$ cat src/rtl/apb_uart_fifo_if.sv
// APB peripheral-bus bundle for apb_uart_fifo; the slave answers every access phase with PREADY=1.
interface apb_uart_fifo_if #(
   parameter int BUS_WIDTH = 16
);
   logic [1:0]           S_PADDR;
   logic                 S_PWRITE;
   logic                 S_PSELx;
   logic                 S_PENABLE;
   logic [BUS_WIDTH-1:0] S_PWDATA;
   logic [BUS_WIDTH-1:0] S_PRDATA;
   logic                 S_PREADY;

   modport master (output S_PADDR, S_PWRITE, S_PSELx, S_PENABLE, S_PWDATA,
                   input  S_PRDATA, S_PREADY);
   modport slave  (input  S_PADDR, S_PWRITE, S_PSELx, S_PENABLE, S_PWDATA,
                   output S_PRDATA, S_PREADY);
endinterface

$ cat src/rtl/apb_uart_fifo.sv
// APB 8N1 UART with TX/RX FIFOs, programmable divisor, sticky flags and irq; tx_wire falls 2 cycles
// after a DATA write to an idle TX. No APB stall: a full TX FIFO drops writes, a full RX FIFO drops frames.
module apb_uart_fifo #(
   parameter int BUS_WIDTH = 16,
   parameter int TX_DEPTH  = 8,
   parameter int RX_DEPTH  = 8,
   parameter int DIV_RESET = 434
) (
   input  logic           clk,
   input  logic           reset,
   apb_uart_fifo_if.slave bus,
   output logic           tx_wire,
   input  logic           rx_wire,
   output logic           irq
);
   localparam int TAW = $clog2(TX_DEPTH);
   localparam int RAW = $clog2(RX_DEPTH);
   localparam logic [TAW:0] TX_ONE = 1;
   localparam logic [RAW:0] RX_ONE = 1;

   typedef enum logic [1:0] {ST_IDLE, ST_START, ST_DATA, ST_STOP} uart_state_t;

   logic acc, wr, rd;
   assign acc = bus.S_PSELx & bus.S_PENABLE;
   assign wr  = acc & bus.S_PWRITE;
   assign rd  = acc & ~bus.S_PWRITE;
   assign bus.S_PREADY = acc;

   logic [15:0] div;
   logic [2:0]  ctrl;
   logic        rx_ovr, frame_err, tx_ovf;
   logic [2:0]  sts_clr;
   assign sts_clr = (wr && bus.S_PADDR == 2'd1) ? bus.S_PWDATA[6:4] : 3'b000;

   logic [7:0]   tx_mem [TX_DEPTH];
   logic [TAW:0] tx_wp, tx_rp;
   logic         tx_empty, tx_full, tx_push_req, tx_push, tx_pop;
   assign tx_empty    = tx_wp == tx_rp;
   assign tx_full     = (tx_wp[TAW] != tx_rp[TAW]) && (tx_wp[TAW-1:0] == tx_rp[TAW-1:0]);
   assign tx_push_req = wr && bus.S_PADDR == 2'd0;
   assign tx_push     = tx_push_req && (!tx_full || tx_pop);

   logic [7:0]   rx_mem [RX_DEPTH];
   logic [RAW:0] rx_wp, rx_rp;
   logic         rx_empty, rx_full, rx_push_req, rx_push, rx_pop, ferr_set;
   assign rx_empty = rx_wp == rx_rp;
   assign rx_full  = (rx_wp[RAW] != rx_rp[RAW]) && (rx_wp[RAW-1:0] == rx_rp[RAW-1:0]);
   assign rx_pop   = rd && bus.S_PADDR == 2'd0 && !rx_empty;
   assign rx_push  = rx_push_req && (!rx_full || rx_pop);

   uart_state_t tx_state, tx_state_n, rx_state, rx_state_n;
   logic [15:0] tx_cnt, tx_cnt_n, rx_cnt, rx_cnt_n;
   logic [7:0]  tx_sh, tx_sh_n, rx_sh, rx_sh_n;
   logic [2:0]  tx_bit, tx_bit_n, rx_bit, rx_bit_n;
   logic        rx_s1, rx_s2, rx_s3, tx_busy;
   assign tx_busy = tx_state != ST_IDLE;

   always_ff @(posedge clk) begin
      if (tx_push) tx_mem[tx_wp[TAW-1:0]] <= bus.S_PWDATA[7:0];
      if (rx_push) rx_mem[rx_wp[RAW-1:0]] <= rx_sh;
   end

   always_ff @(posedge clk) begin
      if (reset) begin
         tx_wp     <= '0;
         tx_rp     <= '0;
         rx_wp     <= '0;
         rx_rp     <= '0;
         div       <= 16'(DIV_RESET);
         ctrl      <= '0;
         rx_ovr    <= 1'b0;
         frame_err <= 1'b0;
         tx_ovf    <= 1'b0;
         irq       <= 1'b0;
      end else begin
         if (tx_push) tx_wp <= tx_wp + TX_ONE;
         if (tx_pop)  tx_rp <= tx_rp + TX_ONE;
         if (rx_push) rx_wp <= rx_wp + RX_ONE;
         if (rx_pop)  rx_rp <= rx_rp + RX_ONE;
         if (wr && bus.S_PADDR == 2'd2)
            div <= (bus.S_PWDATA[15:0] < 16'd4) ? 16'd4 : bus.S_PWDATA[15:0];
         if (wr && bus.S_PADDR == 2'd3) ctrl <= bus.S_PWDATA[2:0];
         // set terms are OR'd after the clear so a same-cycle event survives
         rx_ovr    <= (rx_push_req && !rx_push) || (rx_ovr && !sts_clr[0]);
         frame_err <= ferr_set || (frame_err && !sts_clr[1]);
         tx_ovf    <= (tx_push_req && !tx_push) || (tx_ovf && !sts_clr[2]);
         irq       <= (ctrl[0] && !rx_empty) || (ctrl[1] && tx_empty && !tx_busy) ||
                      (ctrl[2] && (rx_ovr || frame_err || tx_ovf));
      end
   end

   always_comb begin
      bus.S_PRDATA = '0;
      if (rd) begin
         case (bus.S_PADDR)
            2'd0:    if (!rx_empty) bus.S_PRDATA[7:0] = rx_mem[rx_rp[RAW-1:0]];
            2'd1:    bus.S_PRDATA[7:0] = {tx_busy, tx_ovf, frame_err, rx_ovr,
                                          rx_full, rx_empty, tx_empty, tx_full};
            2'd2:    bus.S_PRDATA[15:0] = div;
            default: bus.S_PRDATA[2:0] = ctrl;
         endcase
      end
   end

   // Bit timers count down and reload from div at each bit boundary, so a DIV write never cuts a bit short.
   always_comb begin
      tx_state_n = tx_state;
      tx_cnt_n   = tx_cnt;
      tx_sh_n    = tx_sh;
      tx_bit_n   = tx_bit;
      tx_pop     = 1'b0;
      case (tx_state)
         ST_IDLE: if (!tx_empty) begin
            tx_pop     = 1'b1;
            tx_sh_n    = tx_mem[tx_rp[TAW-1:0]];
            tx_cnt_n   = div - 16'd1;
            tx_state_n = ST_START;
         end
         ST_START: if (tx_cnt == '0) begin
            tx_cnt_n   = div - 16'd1;
            tx_bit_n   = 3'd0;
            tx_state_n = ST_DATA;
         end else tx_cnt_n = tx_cnt - 16'd1;
         ST_DATA: if (tx_cnt == '0) begin
            tx_cnt_n = div - 16'd1;
            tx_sh_n  = {1'b0, tx_sh[7:1]};
            tx_bit_n = tx_bit + 3'd1;
            if (tx_bit == 3'd7) tx_state_n = ST_STOP;
         end else tx_cnt_n = tx_cnt - 16'd1;
         ST_STOP: if (tx_cnt == '0) tx_state_n = ST_IDLE;
                  else tx_cnt_n = tx_cnt - 16'd1;
         default: tx_state_n = ST_IDLE;
      endcase
   end

   always_comb begin
      rx_state_n  = rx_state;
      rx_cnt_n    = rx_cnt;
      rx_sh_n     = rx_sh;
      rx_bit_n    = rx_bit;
      rx_push_req = 1'b0;
      ferr_set    = 1'b0;
      case (rx_state)
         ST_IDLE: if (rx_s3 && !rx_s2) begin
            rx_cnt_n   = {1'b0, div[15:1]} - 16'd1;
            rx_state_n = ST_START;
         end
         ST_START: if (rx_cnt == '0) begin
            if (rx_s2) rx_state_n = ST_IDLE;
            else begin
               rx_cnt_n   = div - 16'd1;
               rx_bit_n   = 3'd0;
               rx_state_n = ST_DATA;
            end
         end else rx_cnt_n = rx_cnt - 16'd1;
         ST_DATA: if (rx_cnt == '0) begin
            rx_cnt_n = div - 16'd1;
            rx_sh_n  = {rx_s2, rx_sh[7:1]};
            rx_bit_n = rx_bit + 3'd1;
            if (rx_bit == 3'd7) rx_state_n = ST_STOP;
         end else rx_cnt_n = rx_cnt - 16'd1;
         ST_STOP: if (rx_cnt == '0) begin
            if (rx_s2) rx_push_req = 1'b1;
            else       ferr_set    = 1'b1;
            rx_state_n = ST_IDLE;
         end else rx_cnt_n = rx_cnt - 16'd1;
         default: rx_state_n = ST_IDLE;
      endcase
   end

   always_ff @(posedge clk) begin
      if (reset) begin
         tx_state <= ST_IDLE;
         tx_cnt   <= '0;
         tx_sh    <= '0;
         tx_bit   <= '0;
         tx_wire  <= 1'b1;
         rx_state <= ST_IDLE;
         rx_cnt   <= '0;
         rx_sh    <= '0;
         rx_bit   <= '0;
         rx_s1    <= 1'b1;
         rx_s2    <= 1'b1;
         rx_s3    <= 1'b1;
      end else begin
         tx_state <= tx_state_n;
         tx_cnt   <= tx_cnt_n;
         tx_sh    <= tx_sh_n;
         tx_bit   <= tx_bit_n;
         tx_wire  <= (tx_state == ST_START) ? 1'b0 :
                     (tx_state == ST_DATA)  ? tx_sh[0] : 1'b1;
         rx_state <= rx_state_n;
         rx_cnt   <= rx_cnt_n;
         rx_sh    <= rx_sh_n;
         rx_bit   <= rx_bit_n;
         rx_s1    <= rx_wire;
         rx_s2    <= rx_s1;
         rx_s3    <= rx_s2;
      end
   end
endmodule
$ cat src/flat_wrapper.sv
// flat-port wrapper written by rule: the top's interface ports become plain ports
module apb_uart_fifo_flat 
#(
   parameter int BUS_WIDTH = 16,
   parameter int TX_DEPTH  = 8,
   parameter int RX_DEPTH  = 8,
   parameter int DIV_RESET = 434
)
  (clk, reset, tx_wire, rx_wire, irq, bus_S_PADDR, bus_S_PWRITE, bus_S_PSELx, bus_S_PENABLE, bus_S_PWDATA, bus_S_PRDATA, bus_S_PREADY);
  apb_uart_fifo_if #(.BUS_WIDTH(BUS_WIDTH)) bus_i ();
  input  logic clk;
  input  logic reset;
  output logic tx_wire;
  input  logic rx_wire;
  output logic irq;
  input wire logic [$bits(bus_i.S_PADDR)-1:0] bus_S_PADDR;
  input wire logic [$bits(bus_i.S_PWRITE)-1:0] bus_S_PWRITE;
  input wire logic [$bits(bus_i.S_PSELx)-1:0] bus_S_PSELx;
  input wire logic [$bits(bus_i.S_PENABLE)-1:0] bus_S_PENABLE;
  input wire logic [$bits(bus_i.S_PWDATA)-1:0] bus_S_PWDATA;
  output wire logic [$bits(bus_i.S_PRDATA)-1:0] bus_S_PRDATA;
  output wire logic [$bits(bus_i.S_PREADY)-1:0] bus_S_PREADY;
  assign bus_i.S_PADDR = bus_S_PADDR;
  assign bus_i.S_PWRITE = bus_S_PWRITE;
  assign bus_i.S_PSELx = bus_S_PSELx;
  assign bus_i.S_PENABLE = bus_S_PENABLE;
  assign bus_i.S_PWDATA = bus_S_PWDATA;
  assign bus_S_PRDATA = bus_i.S_PRDATA;
  assign bus_S_PREADY = bus_i.S_PREADY;
  apb_uart_fifo #(.BUS_WIDTH(BUS_WIDTH), .TX_DEPTH(TX_DEPTH), .RX_DEPTH(RX_DEPTH), .DIV_RESET(DIV_RESET)) u_core (.clk(clk), .reset(reset), .bus(bus_i), .tx_wire(tx_wire), .rx_wire(rx_wire), .irq(irq));
endmodule
$ cat config.mk
export PLATFORM = sky130hd
export DESIGN_NAME = apb_uart_fifo_flat
export DESIGN_NICKNAME = d
export VERILOG_FILES = /design/src/rtl/apb_uart_fifo_if.sv /design/src/rtl/apb_uart_fifo.sv /design/src/flat_wrapper.sv
export SDC_FILE = /design/constraint.sdc
export NUM_CORES = 1
export LEC_CHECK = 0
export ABC_AREA = 1
export BUFFER_PORTS_ARGS = -buffer_cell sky130_fd_sc_hd__clkbuf_2
export CORE_MARGIN = 8
export CORE_UTILIZATION = 25
export DETAILED_ROUTE_END_ITERATION = 7
export SLEW_MARGIN = 10
export SYNTH_ARGS = -nofsm -noshare
export SYNTH_HDL_FRONTEND = slang
export SYNTH_SLANG_ARGS = --single-unit
$ cat constraint.sdc
create_clock -name clk -period 5.78 [get_ports clk]
set_input_delay 0.289 -clock clk [delete_from_list [all_inputs] [get_ports clk]]
set_output_delay 0.289 -clock clk [all_outputs]
set_load 0.05 [all_outputs]
# [Yosys cells after proc, flatten, opt, wreduce, memory -nomap -nowiden]
# Memory sizes are Yosys's and may differ from the RTL's. A register that Yosys moved wholly into a read port is not among the register bits.
# Index checks and enable logic that the tools add are counted.
[word_totals] ff_bits=101 ram_bits=128 output_inout_bits=19 elab_cells=185 mem_count=2
[mem_list] name="u_core.rx_mem" words=8 word_bits=8 read_ports=1 rd_clocked_by_memory_dff=1 write_ports=1 line_no="apb_uart_fifo.sv:43" source="logic [7:0] rx_mem [RX_DEPTH];"
[mem_list] name="u_core.tx_mem" words=8 word_bits=8 read_ports=1 rd_clocked_by_memory_dff=1 write_ports=1 line_no="apb_uart_fifo.sv:35" source="logic [7:0] tx_mem [TX_DEPTH];"
[classes] addsub=10 magnitude_cmp=1 n_eq_ne=31 n_mux=58 bitwise=4 reduce_logical=57
[ops] cell="16-bit 2-to-1 mux" count=10
[ops] cell="16-bit one-hot mux with 4 select lines" count=1
[ops] cell="16-bit one-hot mux with 3 select lines" count=1
[ops] cell="16-bit by 1-bit subtractor with 16-bit output, second input constant" count=3
[ops] cell="16-bit logical NOT" count=2
[ops] cell="8-bit 2-to-1 mux" count=4
[ops] cell="3-bit 2-to-1 mux" count=10
[ops] cell="2-bit 2-to-1 mux" count=11
[ops] cell="1-bit logical AND" count=20
[ops] cell="2-bit by 1-bit inequality test with 1-bit output, second input constant" count=9
[ops] cell="4-bit by 1-bit adder with 4-bit output, second input constant" count=4
[ops] cell="16-bit by 3-bit less-than comparator with 1-bit output, second input constant" count=1
[ops] cell="2-bit one-hot mux with 4 select lines" count=2
[ops] cell="8-bit one-hot mux with 2 select lines" count=1
[ops] cell="15-bit by 1-bit subtractor with 16-bit output, second input constant" count=1
[ops] cell="5-bit one-hot mux with 3 select lines" count=1
[ops] cell="1-bit 2-to-1 mux" count=14
[ops] cell="2-bit equality test, second input constant" count=6
[ops] cell="3-bit one-hot mux with 2 select lines" count=2
[ops] cell="1-bit logical NOT" count=10
[ops] cell="5-bit AND reduction" count=2
[ops] cell="1-bit logical OR" count=9
[ops] cell="3-bit one-hot mux with 3 select lines" count=1
[ops] cell="3-bit AND reduction" count=3
[ops] cell="15 further kinds" count=33

# [Logic depth before layout (Yosys ltp)]
[depth] word_depth=9 mapped_depth=13 depth_no_buf=13

# [Worst setup path before layout]
# No wires, ideal clock.
[synth_timing] kind="input-to-output" from="in bus_S_PSELx" to="out bus_S_PRDATA[11]" arrival_ps=2198 path_slack_ps=3293 cell_stages=5 path_cell_list="nand2_1 -> inv_1 -> nand2_1 -> clkbuf_1 -> nor3_1"
[synth_between] elab_chain_cells=3
[synth_lines] element="from (decl)" line_no="flat_wrapper.sv:18" source="input wire logic [$bits(bus_i.S_PSELx)-1:0] bus_S_PSELx;"
[synth_lines] element="1-bit AND" line_no="apb_uart_fifo.sv:24" source="assign acc = bus.S_PSELx & bus.S_PENABLE;"
[synth_lines] element="net bus_S_PREADY" line_no="flat_wrapper.sv:22" source="output wire logic [$bits(bus_i.S_PREADY)-1:0] bus_S_PREADY;"
[synth_lines] element="1-bit AND" line_no="apb_uart_fifo.sv:26" source="assign rd = acc & ~bus.S_PWRITE;"
[synth_lines] element="16-bit 2-to-1 mux" line_no="apb_uart_fifo.sv:94" source="if (rd) begin"
[synth_lines] element="to (decl)" line_no="flat_wrapper.sv:21" source="output wire logic [$bits(bus_i.S_PRDATA)-1:0] bus_S_PRDATA;"
# The timed path passes the listed nets, and every way through them passes these cells.

==> report_table.html <==
<table>
<tr><th>Metric</th><th>Value</th></tr>
<tr><th colspan="2">Synth</th></tr>
<tr><td>Netlist cell types</td><td>51</td></tr>
<tr><td>Average size of a mapped cell</td><td>8.30 µm²</td></tr>
<tr><td>Synthesized net count</td><td>1489</td></tr>
<tr><td>Total of flip-flops plus latches after synthesis</td><td>235</td></tr>
<tr><td>Cell area after synthesis</td><td>12000 µm²</td></tr>
<tr><td>Count of synthesis-stage warnings from yosys</td><td>0</td></tr>
<tr><td>EDFF count, synth</td><td>128</td></tr>
<tr><td>Proportion of synthesized flip-flops having asynchronous set or reset</td><td>0</td></tr>
<tr><td>Register area share after synthesis</td><td>0.500</td></tr>
<tr><td>Synthesized instance count</td><td>1442</td></tr>
<tr><td>Top_reg_cell synth</td><td>edfxtp_1</td></tr>
<tr><th colspan="2">Global routing</th></tr>
<tr><td>M3 GR Usage</td><td>0.0145</td></tr>
<tr><td>First-pass GRT wire length</td><td>51.7 mm</td></tr>
<tr><td>Met1 GRT Util</td><td>0.165</td></tr>
<tr><td>Initial antenna violation count</td><td>0</td></tr>
<tr><td>Maximum number of pins on one net before global-route repair</td><td>62</td></tr>
<tr><td>Met2 track demand over resource in global routing</td><td>0.174</td></tr>
<tr><td>Global router's overall resource usage</td><td>0.112</td></tr>
<tr><td>Total congestion overflow</td><td>0</td></tr>
<tr><td>Vias in the first global route</td><td>9286</td></tr>
<tr><td>Busiest grt layer</td><td>met2</td></tr>
<tr><th colspan="2">Floorplan</th></tr>
<tr><td>Area of the core region</td><td>47400 µm²</td></tr>
<tr><td>Top-level I/O count</td><td>43</td></tr>
<tr><td>Die width</td><td>235 µm</td></tr>
<tr><td>Chip Height</td><td>235 µm</td></tr>
<tr><td>Full die area</td><td>55100 µm²</td></tr>
<tr><td>Initial standard-cell utilization of the core</td><td>0.252</td></tr>
<tr><td>Std cell rows</td><td>80</td></tr>
<tr><th colspan="2">Outcome</th></tr>
<tr><td>Outcome</td><td>finished, final reports clean</td></tr>
<tr><th colspan="2">Hold path</th></tr>
<tr><td>Class of the tightest hold or removal check</td><td>input port to flop</td></tr>
<tr><td>Min-Delay Path Depth</td><td>3</td></tr>
<tr><td>Beginning of the worst hold path</td><td>bus_S_PWDATA[15]</td></tr>
<tr><td>Hold path endpoint</td><td>u_core.div[15]</td></tr>
<tr><th colspan="2">Run</th></tr>
<tr><td>MaxCap Viol Count</td><td>0</td></tr>
<tr><th colspan="2">Drt</th></tr>
<tr><td>DRC violations left</td><td>0</td></tr>
<tr><td>Average detailed-routed wire length per instance</td><td>15.5 µm</td></tr>
<tr><td>Detailed Route Iter0 Violations</td><td>827</td></tr>
<tr><td>Via count of the routed design</td><td>9993</td></tr>
<tr><td>Via count normalized by instance count</td><td>4.75</td></tr>
<tr><td>Pre-Repair DR Iteration Count</td><td>5</td></tr>
<tr><td>Residual antenna-violating net count after detailed routing</td><td>0</td></tr>
<tr><td>Total routed wirelength</td><td>32.5 mm</td></tr>
<tr><th colspan="2">Setup path</th></tr>
<tr><td>Worst Reg2Reg Path Length in Cells</td><td>12</td></tr>
<tr><td>Category of the critical setup timing path</td><td>flop to output pin</td></tr>
<tr><td>Crit path required time</td><td>5.49 ns</td></tr>
<tr><td>Maximum fanout along the worst path</td><td>33</td></tr>
<tr><td>Crit Reg-Reg Endpoint</td><td>u_core.rx_mem[5][0]</td></tr>
<tr><td>Critical path arrival</td><td>3.38 ns</td></tr>
<tr><td>Reg-to-reg critical path startpoint</td><td>u_core.rx_cnt[0]</td></tr>
<tr><td>Endpoint class of the critical path</td><td>output pin</td></tr>
<tr><td>Minimum setup slack among reg-to-reg paths</td><td>2.92 ns</td></tr>
<tr><td>Crit start category</td><td>flop</td></tr>
<tr><th colspan="2">Final layout</th></tr>
<tr><td>Final-stage net count</td><td>1517</td></tr>
<tr><td>Growth of design area from synthesis to finish</td><td>13.3%</td></tr>
<tr><td>Number of diodes</td><td>0</td></tr>
<tr><td>Ratio of cells with drive above 1 in the final layout</td><td>0.0934</td></tr>
<tr><td>Commonest cells after routing, fill and taps aside</td><td>nand2_1, nor2_1, edfxtp_1</td></tr>
<tr><td>Most common cell after layout, fill and taps aside</td><td>nand2_1</td></tr>
<tr><th colspan="2">STA</th></tr>
<tr><td>Final setup slack of the worst path</td><td>2.11 ns</td></tr>
<tr><td>Post-layout minimum cycle time</td><td>3.67 ns</td></tr>
<tr><td>Maximum clock frequency</td><td>0.272 GHz</td></tr>
<tr><td>Final count of pins violating max slew</td><td>0</td></tr>
<tr><td>Final total negative setup slack</td><td>0 ns</td></tr>
<tr><td>Crit share post-route</td><td>0.636</td></tr>
<tr><td>Slew of the pin with the lowest slew margin</td><td>1.10 ns</td></tr>
<tr><td>Setup repair after global routing missed its margin</td><td>no</td></tr>
<tr><td>Relative slew slack</td><td>0.261</td></tr>
<tr><td>Fin Clk Skew</td><td>0.0134 ns</td></tr>
<tr><td>Final setup viols</td><td>0</td></tr>
<tr><td>Final Hold Fails</td><td>0</td></tr>
<tr><th colspan="2">Pwr</th></tr>
<tr><td>Static leakage power</td><td>5.19 nW</td></tr>
<tr><td>Worst IR Drop VDD</td><td>176 µV</td></tr>
<tr><td>Areal power density over the cells</td><td>444 nW/µm²</td></tr>
<tr><th colspan="2">Clock network</th></tr>
<tr><td>Clock root buffer</td><td>clkbuf_16</td></tr>
<tr><td>H-tree depth</td><td>1</td></tr>
<tr><td>Latest clock arrival within the worst-skew pair</td><td>0.53 ns</td></tr>
<tr><td>Post-CTS Setup Inserts</td><td>0</td></tr>
<tr><td>Clock-pin slew on the worst setup and hold paths</td><td>0.06 ns</td></tr>
<tr><td>Clk sink count</td><td>235</td></tr>
<tr><td>Maximum number of buffers from clock root to sink</td><td>3</td></tr>
<tr><td>Number of buffers inserted during clock tree synthesis</td><td>25</td></tr>
<tr><td>Clock tree from TritonCTS</td><td>yes</td></tr>
<tr><th colspan="2">Placement</th></tr>
<tr><td>Setup slack at placement</td><td>2.71 ns</td></tr>
<tr><td>Port buffer count</td><td>42</td></tr>
<tr><td>Post-DP HPWL</td><td>23.2 mm</td></tr>
<tr><td>Final Wtd Congestion</td><td>0.886</td></tr>
</table>
## worst max-delay path, stage by stage (launching register included)
cell and delay (ns):
dfxtp_1 0.95, inv_1 0.67, o21ai_0 0.35, o221ai_1 0.14
a31oi_1 0.35, nor2_1 0.10, clkbuf_2 0.27
## final cells by class
| cell class | instances | area (µm²) |
|---|---|---|
| multi-input cells | 1017 | 5190 |
| well taps | 615 | 769 |
| flip-flops and latches | 235 | 5990 |
| clock buffers | 29 | 641 |
| inverters | 138 | 518 |
| fillers | 5145 | 33900 |
| clock inverters | 16 | 151 |
| repair buffers | 53 | 298 |
## where the power goes
part	switching, mW	leakage [nW]	internal (mW)
Combinational	1.60	2.85	0.770
Sequential	0.155	1.96	1.91
Clock	0.657	0.383	0.923
## synth_stat cells (6+ instances only)
cell type  count  area [µm²]
nand2_1      298        1120
nor2_1       187         702
edfxtp_1     128        3840
inv_1        128         480
o21ai_0      117         586
dfxtp_1      107        2140
a21oi_1      105         526
nand3_1       84         420
clkbuf_1      34         128
xor2_1        31         272
ha_1          23         288
nor3_1        20         100
o22ai_1       20         125
o21ai_1       19        95.1
o211ai_1      10        75.1
a211oi_1       9        67.6
a31oi_1        8        50.1
nor2_2         8        50.1
o221ai_1       8        70.1
xnor2_1        8        70.1
buf_2          7        35.0
buf_6          7        78.8
inv_2          7        26.3
nand4_1        7        43.8
nor2_4         7        78.8
or2_2          7        43.8
nand2_2        6        37.5
## stage by stage
stage          utilization  hold slack, ns  std cells  power (mW)  area, µm²
2_1_floorplan            -           0.388       1442        3.97      12000
3_3_place_gp         0.269           0.402       2056        4.42      12700
3_5_place_dp         0.269           0.399       2056        4.45      12700
4_1_cts              0.286          0.0120       2103        6.05      13600
5_1_grt              0.286          0.0300       2103        6.47      13600
6_report             0.286          0.0376       2103        6.01      13600
## how the worst max path moves through the flow
| stage | start | end | slack, ns | depth (start not counted) |
|---|---|---|---|---|
| after global routing | flop | bus_S_PRDATA[6] | 1.78 | 6 |
| after CTS | flop | bus_S_PRDATA[6] | 2.12 | 6 |
| final | flop | bus_S_PRDATA[6] | 2.11 | 6 |
| after detailed placement | flop | bus_S_PRDATA[6] | 2.71 | 6 |
| after floorplan | bus_S_PSELx | bus_S_PRDATA[11] | 3.29 | 5 |
| after global placement | flop | bus_S_PRDATA[6] | 2.83 | 6 |
## cells by family (layout without fill, tap and decap cells)
kind of cell | count (synthesis) | after routing | synth area share
adders and majority gates | 23 | 23 | 0.0241
xor gates and xnor gates | 40 | 40 | 0.0299
buffers and inverters | 190 | 236 | 0.0657
AOI/OAI and AO/OA | 310 | 310 | 0.147
and+or+nand+nor | 644 | 644 | 0.234
DFF | 235 | 235 | 0.500
## metal layers
layer | part of all wire | vias up
li1 | - | 4903
met1 | 0.50 | 4801
met2 | 0.44 | 254
met3 | 0.050 | 35
met4 | 0.017 | 0
met5 | 0 | -
## repair_timing
item,in CTS,in global routing
resized for setup,0,0
hold buffers,2,0
endpoints found under the hold margin,2,0
## registers in the layout, summed over array words and instances (netlist names), 2 cells and up, named ones only
signal,flops
u_core.rx_mem,64
u_core.tx_mem,64
u_core.div,16
u_core.rx_cnt,16
u_core.tx_cnt,16
u_core.rx_sh,8
u_core.tx_sh,8
u_core.rx_rp,4
u_core.rx_wp,4
u_core.tx_rp,4
u_core.tx_wp,4
u_core.ctrl,3
u_core.rx_bit,3
u_core.tx_bit,3
u_core.tx_state,2
No activity file was read; power rests on OpenSTA's default activity.
